### src/rtl/au_decode_pipe_pkg.sv
`default_nettype none
// ---------------------------------------------------------------------------
// au_decode_pipe_pkg : shared code-width helper and skid-buffer state encoding
// Revision: 1.0
// ---------------------------------------------------------------------------
package au_decode_pipe_pkg;

  typedef enum logic [1:0] {
    EMPTY = 2'd0,
    ONE   = 2'd1,
    TWO   = 2'd2
  } buf_state_e;

  // max(ceil(log2(x)), 1): a 1-entry space still needs a 1-bit code.
  function automatic int clogb2(input int x);
    int r;
    r = 1;
    for (int i = 1; i < 31; i++) begin
      if ((1 << i) < x) r = i + 1;
    end
    return r;
  endfunction

endpackage
`default_nettype wire

### src/rtl/au_skid_buf.sv
`default_nettype none
// ---------------------------------------------------------------------------
// au_skid_buf : 2-entry valid/ready skid buffer with registered in_ready
// Revision: 1.0
// ---------------------------------------------------------------------------
module au_skid_buf
  import au_decode_pipe_pkg::*;
#(
  parameter int DW = 8
) (
  input  logic          clk,
  input  logic          rst_n,
  input  logic          in_valid,
  output logic          in_ready,
  input  logic [DW-1:0] in_data,
  output logic          out_valid,
  input  logic          out_ready,
  output logic [DW-1:0] out_data
);

  buf_state_e    state;
  buf_state_e    state_next;
  logic [DW-1:0] main_reg;
  logic [DW-1:0] skid_reg;
  logic          ready_reg;
  logic          in_xfer;
  logic          out_xfer;
  logic          load_main;
  logic          load_skid;
  logic          skid_to_main;

  assign in_xfer  = in_valid & ready_reg;
  assign out_xfer = (state != EMPTY) & out_ready;

  always_comb begin
    state_next   = state;
    load_main    = 1'b0;
    load_skid    = 1'b0;
    skid_to_main = 1'b0;
    case (state)
      EMPTY: begin
        if (in_xfer) begin
          state_next = ONE;
          load_main  = 1'b1;
        end
      end
      ONE: begin
        if (in_xfer && out_xfer) begin
          load_main = 1'b1;
        end else if (in_xfer) begin
          state_next = TWO;
          load_skid  = 1'b1;
        end else if (out_xfer) begin
          state_next = EMPTY;
        end
      end
      TWO: begin
        // ready_reg is low here, so no input can arrive alongside the drain
        if (out_xfer) begin
          state_next   = ONE;
          skid_to_main = 1'b1;
        end
      end
      default: state_next = EMPTY;
    endcase
  end

  always_ff @(posedge clk or negedge rst_n) begin
    if (!rst_n) begin
      state     <= EMPTY;
      ready_reg <= 1'b1;
      main_reg  <= '0;
      skid_reg  <= '0;
    end else begin
      state     <= state_next;
      ready_reg <= (state_next != TWO);
      if (load_main) begin
        main_reg <= in_data;
      end else if (skid_to_main) begin
        main_reg <= skid_reg;
      end
      if (load_skid) begin
        skid_reg <= in_data;
      end
    end
  end

  assign in_ready  = ready_reg;
  assign out_valid = (state != EMPTY);
  assign out_data  = main_reg;

endmodule
`default_nettype wire

### src/rtl/au_decode_pipe.sv
`default_nettype none
// ---------------------------------------------------------------------------
// au_decode_pipe : streaming binary to one-hot / thermometer decoder
// Revision: 1.0
// ---------------------------------------------------------------------------
module au_decode_pipe
  import au_decode_pipe_pkg::*;
#(
  parameter  int WIDTH  = 8,
  parameter  int THERMO = 0,
  localparam int M      = clogb2(WIDTH)
) (
  input  logic             clk,
  input  logic             rst_n,
  input  logic             in_valid,
  output logic             in_ready,
  input  logic [M-1:0]     in_code,
  output logic             out_valid,
  input  logic             out_ready,
  output logic [WIDTH-1:0] out_data,
  output logic             out_err,
  output logic             err_sticky,
  input  logic             err_clr
);

  logic [WIDTH-1:0] dec_data;
  logic             dec_err;
  logic [WIDTH:0]   buf_out;

  // Out-of-range codes decode to all zeros and are flagged alongside the beat.
  always_comb begin
    dec_data = '0;
    dec_err  = (32'(in_code) >= 32'(WIDTH));
    if (!dec_err) begin
      for (int i = 0; i < WIDTH; i++) begin
        if (THERMO != 0) begin
          dec_data[i] = (32'(i) <= 32'(in_code));
        end else begin
          dec_data[i] = (32'(i) == 32'(in_code));
        end
      end
    end
  end

  au_skid_buf #(
    .DW (WIDTH + 1)
  ) u_skid_buf (
    .clk       (clk),
    .rst_n     (rst_n),
    .in_valid  (in_valid),
    .in_ready  (in_ready),
    .in_data   ({dec_data, dec_err}),
    .out_valid (out_valid),
    .out_ready (out_ready),
    .out_data  (buf_out)
  );

  assign out_data = buf_out[WIDTH:1];
  assign out_err  = buf_out[0];

  always_ff @(posedge clk or negedge rst_n) begin
    if (!rst_n) begin
      err_sticky <= 1'b0;
    end else if (in_valid && in_ready && dec_err) begin
      err_sticky <= 1'b1;
    end else if (err_clr) begin
      err_sticky <= 1'b0;
    end
  end

endmodule
`default_nettype wire

### config.mk
export PLATFORM = sky130hd
export DESIGN_NAME = au_decode_pipe
export DESIGN_NICKNAME = d
export VERILOG_FILES = /design/src/rtl/au_decode_pipe_pkg.sv /design/src/rtl/au_skid_buf.sv /design/src/rtl/au_decode_pipe.sv
export SDC_FILE = /design/constraint.sdc
export NUM_CORES = 1
export LEC_CHECK = 0
export ABC_AREA = 1
export BUFFER_PORTS_ARGS = -buffer_cell sky130_fd_sc_hd__buf_2
export CAP_MARGIN = 0
export CORE_MARGIN = 3
export CORE_UTILIZATION = 52
export DETAILED_ROUTE_END_ITERATION = 12
export GPL_TIMING_DRIVEN = 1
export PLACE_DENSITY = 0.75
export SLEW_MARGIN = 10
export SYNTH_ARGS = -nofsm -noshare
export SYNTH_HDL_FRONTEND = slang
export SYNTH_HIERARCHICAL = 1
export SYNTH_SLANG_ARGS = --single-unit
export TNS_END_PERCENT = 30
### constraint.sdc
create_clock -name clk -period 3.46 [get_ports clk]
set_input_delay 0.692 -clock clk [delete_from_list [all_inputs] [get_ports clk]]
set_output_delay 0.692 -clock clk [all_outputs]
set_load 0.1 [all_outputs]
; ---- After elaboration in Yosys (flattened, before gate mapping)
; Cells that the tools add are included.
[totals]
output_inout_bits = 12
wordCells = 36
reg_bits = 20
input_bits = 8
[classes]
reduce_logical = 5
mux = 15
bitwise = 2
n_eq_ne = 10
[ops]
columns = operator, count
row1 = 9-bit two-way mux, 2
row2 = "3-bit == test, first input constant", 4
row3 = 2-bit two-way mux, 5
row4 = "2-bit by 3-bit == test with 1-bit output, first input constant", 2
row5 = 1-bit two-way mux, 6
row6 = 2-bit case mux with 3 select lines, 1
row7 = 2-bit nonzero test, 2
row8 = "1-bit by 3-bit == test with 1-bit output, first input constant", 1
row9 = 3-bit logical NOT, 1
row10 = 1-bit bitwise AND, 2
row11 = "2-bit by 1-bit == test with 1-bit output, second input constant", 1
row12 = "2-bit == test, second input constant", 1
row13 = 2-bit logical NOT, 1
row14 = "2-bit inequality test, second input constant", 1
row15 = 1-bit case mux with 2 select lines, 1
row16 = 1-bit logical AND, 1

; ---- Depth between registers and ports, before layout
; Gate-level depths: netlist (run 1).
[logic_depth]
word_depth = 7
ltp_mapped = 7
depth_no_buf = 7

; ---- Modules after synthesis
; The synthesis (run 1) kept the hierarchy.
[modules_own_cells]
columns = mod, area_per_inst_um2, seq_area_each_um2, cells_each, instances
row1 = au_skid_buf, 1086.0, 526.8, 130, 1
row2 = au_decode_pipe, 67.6, 0.0, 17, 1

; ---- Worst setup path before layout (run 1)
; OpenSTA, ideal clock, no wires.
[synth_path]
path_type = reg-to-output
startpoint = reg u_skid_buf.state[0]
endpoint = out out_valid
slack_ns = 1.715
t_arrival_ns = 1.053
path_stages_with_launch = 3
required_ns = 2.768
path_buffers = 0
path_cell_list = dfrtp_1 nor2_1 inv_1
[synth_via]
elab_chain_cells = 1
[synth_lines]
columns = item, line
row1 = from (decl), au_skid_buf.sv:21  ; buf_state_e state;
row2 = from (signal assigned), au_skid_buf.sv:75  ; state <= state_next;
row3 = 2-bit nonzero test, au_skid_buf.sv:89  ; assign out_valid = (state != EMPTY);
row4 = to (decl), au_decode_pipe.sv:18  ; output logic out_valid,
; No other way between the ends.

; ---- Worst setup path in the final report (run 1)
[layout_path]
startpoint = reg u_skid_buf.state[1]
endpoint = out out_valid
; Same word-level chain as after synthesis.

==> flow_summary.toml, run 1 <==
[route]
via_count = 938
first_iter_violations = 14
postRouteAntennaNets = 0
vias_per_cell = 4.96
firstDrtPassIters = 6
drt-total-wl_mm = 2.18
wire_per_inst_um = 11.5
drc = 0

[worst_setup_path]
cp-end-kind = "output port"
reg2reg_depth = 4
r2r-start = "u_skid_buf/state[1]"
critPathKind = "reg2out"
cp.arrival_ns = 1.55
r2r_setup_slack_ns = 1.96
r2r_end = "u_skid_buf/skid_reg[6]"
start_kind = "flop"
worstPathRequired_ns = 2.77
crit_path_max_fanout = 13

[layout]
num-fill-cells = 203
drive_gt1_frac = 0.241
final_core_util = 0.618
stdcell_count = 189
layout.nets = 171
area_growth_pct = 8.35
regArea_um2 = 527
diodes = 0
multi_input_area_um2 = 507

[timing]
timing.setup.tns_ns = 0
hold_slack_ns = 0.327
post-route-period-util = 0.648
setup_viol = 0
fin_skew_ns = 0.000497
final_hold_viol_count = 0
max_freq_ghz = 0.446
min_period_ns = 2.24
rsz0062_at_grt = "no"
slew_violations = 0

[status]
run_status = "finished clean"

[logic_synthesis]
syn_inst = 147
synth_top_family_by_area = "simple AND/OR/NAND/NOR gates"
synth-edff-count = 0
yosys.area_share.adder = 0
synth_compound_area_frac = 0.0759
synth_cell_type_count = 17
synth-main-ff-cell = "dfrtp_1"
synth_top_area_cell = "dfrtp_1"
syn_area_per_cell_um2 = 7.85
synth.most_common_cell = "nand2_1"
ys_top_cells_by_count = "nand2_1, dfrtp_1, nand3_1, inv_1, nor2_1"
synth_warnings = 6
synth_area_mm2 = 0.00115
synthXorXnorAreaFrac = 0
yosysSeqAreaShare = 0.457
muxShareOfSynthArea = 0
ys_ff_latch = 21
synthSimpleGateAreaFrac = 0.357
yosysTopAreaCellShare = 0.434
synthTopCellsByArea = "dfrtp_1, nand2_1, nand3_1"
synthArstFlopShare = 1.00

[clock_tree]
clock-sinks = 21
postCtsResizedCells = 0
hold_buffers = 0
cts_buffers = 3
clockBufferDepth = 2
cts_root_buf = "clkbuf_4"
worstSkewPairLatency_ns = 0.30
clk_pin_slew_ns = 0.11
cts_tree = "yes"
postCtsSetupRepairBufs = 0
htree_levels = 1

[floorplan]
dieArea_mm2 = 0.00282
num_rows = 16
initial_utilization = 0.571
io_pins = 20
die_h_um = 53.1
die_x_um = 53.1
core_area_mm2 = 0.00202

[place]
io_buffers = 17
dp_hpwl_mm = 1.54
post-place-cells = 185
place_congestion = 0.787

[global_route]
grt_overflow = 0
grt_max_degree = 22
antenna_found_initial = 0
grt_pass1_wl_mm = 3.71
grt_pass1_vias = 824
track_usage = 0.180

[job]
drv_cap = 0

[hold_path]
hp-class = "in2async"
worst max-delay path, cell delays in order (launching register included):
cell and delay (ns):
dfrtp_1 0.67, nor2_1 0.10, inv_1 0.07, buf_2 0.41
kinds of logic (layout without fill, tap and decap cells):
logic type	Yosys count	count (layout)
flip-flops	21	21
AO/OA/AOI/OAI	10	10
buffers and inverters	26	40
AND/OR/NAND/NOR	89	89
other	1	2
cell type report:
class | count | share of cell area
Clock buffer | 4 | 0.0210
Inverter | 19 | 0.0571
Multi-Input combinational cell | 101 | 0.405
Sequential cell | 21 | 0.421
Tap cell | 27 | 0.0270
Timing Repair Buffer | 17 | 0.0681
metrics by stage:
step	worst slack, ns	area (um2)
4_1_cts	1.23	1250
6_report	1.22	1250
3_3_place_gp	1.59	1220
5_1_grt	1.14	1250
2_1_floorplan	1.72	1160
3_5_place_dp	1.58	1220
layer usage:
layer  vias up  GRT usage  share of wire
met3         2     0.0254          0.052
li1        493          -              -
met5         -          0              0
met1       413      0.266           0.50
met2        30      0.260           0.44
met4         0     0.0766         0.0055
placed cells by master, fill, tap and decap left out:
master	Yosys	layout
buf_2	3	17
clkbuf_1	0	1
clkbuf_4	0	3
clkinv_1	1	1
conb_1	1	2
dfrtp_1	20	20
dfstp_2	1	1
inv_1	16	16
inv_2	2	2
nand2_1	43	43
nand2_2	3	3
nand2_4	2	2
nand3_1	20	20
nand4_1	9	9
nor2_1	11	11
nor2_4	1	1
o21ai_2	10	10
worst max-delay path by stage:
stage	slack [ns]	depth (start not counted)	start	endpoint
2_1_floorplan	1.72	2	u_skid_buf/state[0]	out_valid
3_3_place_gp	1.59	3	u_skid_buf/state[1]	out_valid
3_5_place_dp	1.58	3	u_skid_buf/state[1]	out_valid
4_1_cts	1.23	3	u_skid_buf/state[1]	out_valid
5_1_grt	1.14	3	u_skid_buf/state[1]	out_valid
6_report	1.22	3	u_skid_buf/state[1]	out_valid
Power of run 1 is left out: the tool's default activity adds up to more than one toggle a clock period on the data nets, which glitch-free logic cannot reach.
==> inputs of run 2 (changes only) <==
CORE_UTILIZATION = 49   (was 52)
PLACE_DENSITY = 0.74   (was 0.75)
clock period = 1.8 ns   (was 3.46 ns; I/O delays follow)
==> run 2 against run 1 <==
- count of clock-buffer cells in the layout did not move
- die area up 5.4%
- clock skew increased by 0.0036 ns
- via count increased by 4.9%
- highest routed layer is now met3
==> flow_summary.toml, run 2 (synthesized netlist as in run 1, its figures left out) <==
[floorplan]
num_rows = 16
dieArea_mm2 = 0.00297
core_area_mm2 = 0.00210
die_x_um = 54.5
initial_utilization = 0.549
die_h_um = 54.5
io_pins = 20

[worst_setup_path]
r2r-start = "u_skid_buf/in_ready"
cp_slowest_cell = "dfstp_2"
path_buf_inv = 1
crit_path_max_fanout = 2
r2r_end = "u_skid_buf/skid_reg[1]"
cp.arrival_ns = 1.26
cp-end-kind = "output port"
critPathKind = "reg2out"
path_cells = "buf_2"
cpPeakStageDelay_ns = 0.55
r2r_setup_slack_ns = 0.31
start_kind = "flop"
worstPathRequired_ns = 1.44
reg2reg_depth = 5
critPathTopFamily = "flip-flops"

[layout]
diodes = 0
mostFrequentLayoutCell = "nand2_1"
final_cell_mix = "nand2_1, nand3_1, dfrtp_1"
area_growth_pct = 9.76
layout.nets = 171
drive_gt1_frac = 0.247

[clock_tree]
hold_buffers = 0
clockBufferDepth = 2
postCtsSetupRepairBufs = 0
clock-sinks = 21
worstSkewPairLatency_ns = 0.29
cts_buffers = 3
htree_levels = 1
cts_root_buf = "clkbuf_4"
clk_pin_slew_ns = 0.11
postCtsResizedCells = 0
cts_tree = "yes"

[timing]
min_period_ns = 1.62
timing.setup.tns_ns = 0
fin_skew_ns = 0.00413
max_freq_ghz = 0.618
rsz0062_at_grt = "no"
setup_viol = 0
post-route-period-util = 0.899
final_hold_viol_count = 0
slew_violations = 0

[route]
drt-total-wl_mm = 2.37
wl_met3_um = 143
firstDrtPassIters = 4
via_count = 984
first_iter_violations = 38
wl_met2_mm = 1.19
wire_per_inst_um = 12.5
top_layer_used = "met3"
postRouteAntennaNets = 0
vias_per_cell = 5.21
wl_met1_mm = 1.03
drc = 0

[global_route]
grt_overflow = 0
antenna_found_initial = 0
grt_pass1_wl_mm = 4.14
track_usage = 0.191
grt_max_degree = 22
grt_pass1_vias = 972

[hold_path]
hp-class = "in2async"

[status]
run_status = "finished clean"

[place]
dp_hpwl_mm = 1.72
io_buffers = 17
place_congestion = 0.754

[job]
drv_cap = 0
## run 2: through the flow
| stage | cell area, um2 | setup WS (ns) | hold slack, ns | util | instances |
|---|---|---|---|---|---|
| 6_report | 1270 | 0.182 | 0.00409 | 0.602 | 189 |
| 5_1_grt | 1270 | 0.135 | 0.0364 | 0.602 | 189 |
| 4_1_cts | 1260 | 0.0747 | 0.00747 | 0.602 | 189 |
| 3_5_place_dp | 1240 | 0.295 | 0.337 | 0.589 | 185 |
| 3_3_place_gp | 1240 | 0.342 | 0.334 | 0.589 | 185 |
| 2_1_floorplan | 1160 | 0.168 | 0.0644 | - | 148 |
## run 2: layer usage
layer / vias up / global-route usage
met5: - / 0
met3: 0 / 0.0272
met4: 0 / 0.0290
li1: 493 / -
met1: 460 / 0.247
met2: 31 / 0.343
## run 2: layout make-up
| cell class | count | area [um2] |
|---|---|---|
| Clock buffer | 4 | 26.3 |
| Fill cell | 205 | 836 |
| Inverter | 19 | 71.3 |
| Multi-Input combinational cell | 101 | 507 |
| Sequential cell | 21 | 528 |
| Tap cell | 27 | 33.8 |
| Timing Repair Buffer | 17 | 100 |
## run 2: how the worst max path moves through the flow
stage | from | to | slack, ns | cells past startpoint
finish | u_skid_buf/in_ready | in_ready | 0.18 | 1
floorplan | u_skid_buf/in_ready | u_skid_buf/out_data[0] | 0.17 | 6
CTS | u_skid_buf/state[1] | out_valid | 0.07 | 3
global route | u_skid_buf/in_ready | in_ready | 0.13 | 1
global placement | u_skid_buf/state[1] | u_skid_buf/skid_reg[2] | 0.34 | 4
detailed placement | u_skid_buf/state[1] | u_skid_buf/skid_reg[1] | 0.30 | 4
Power of run 2 is left out for the same reason.
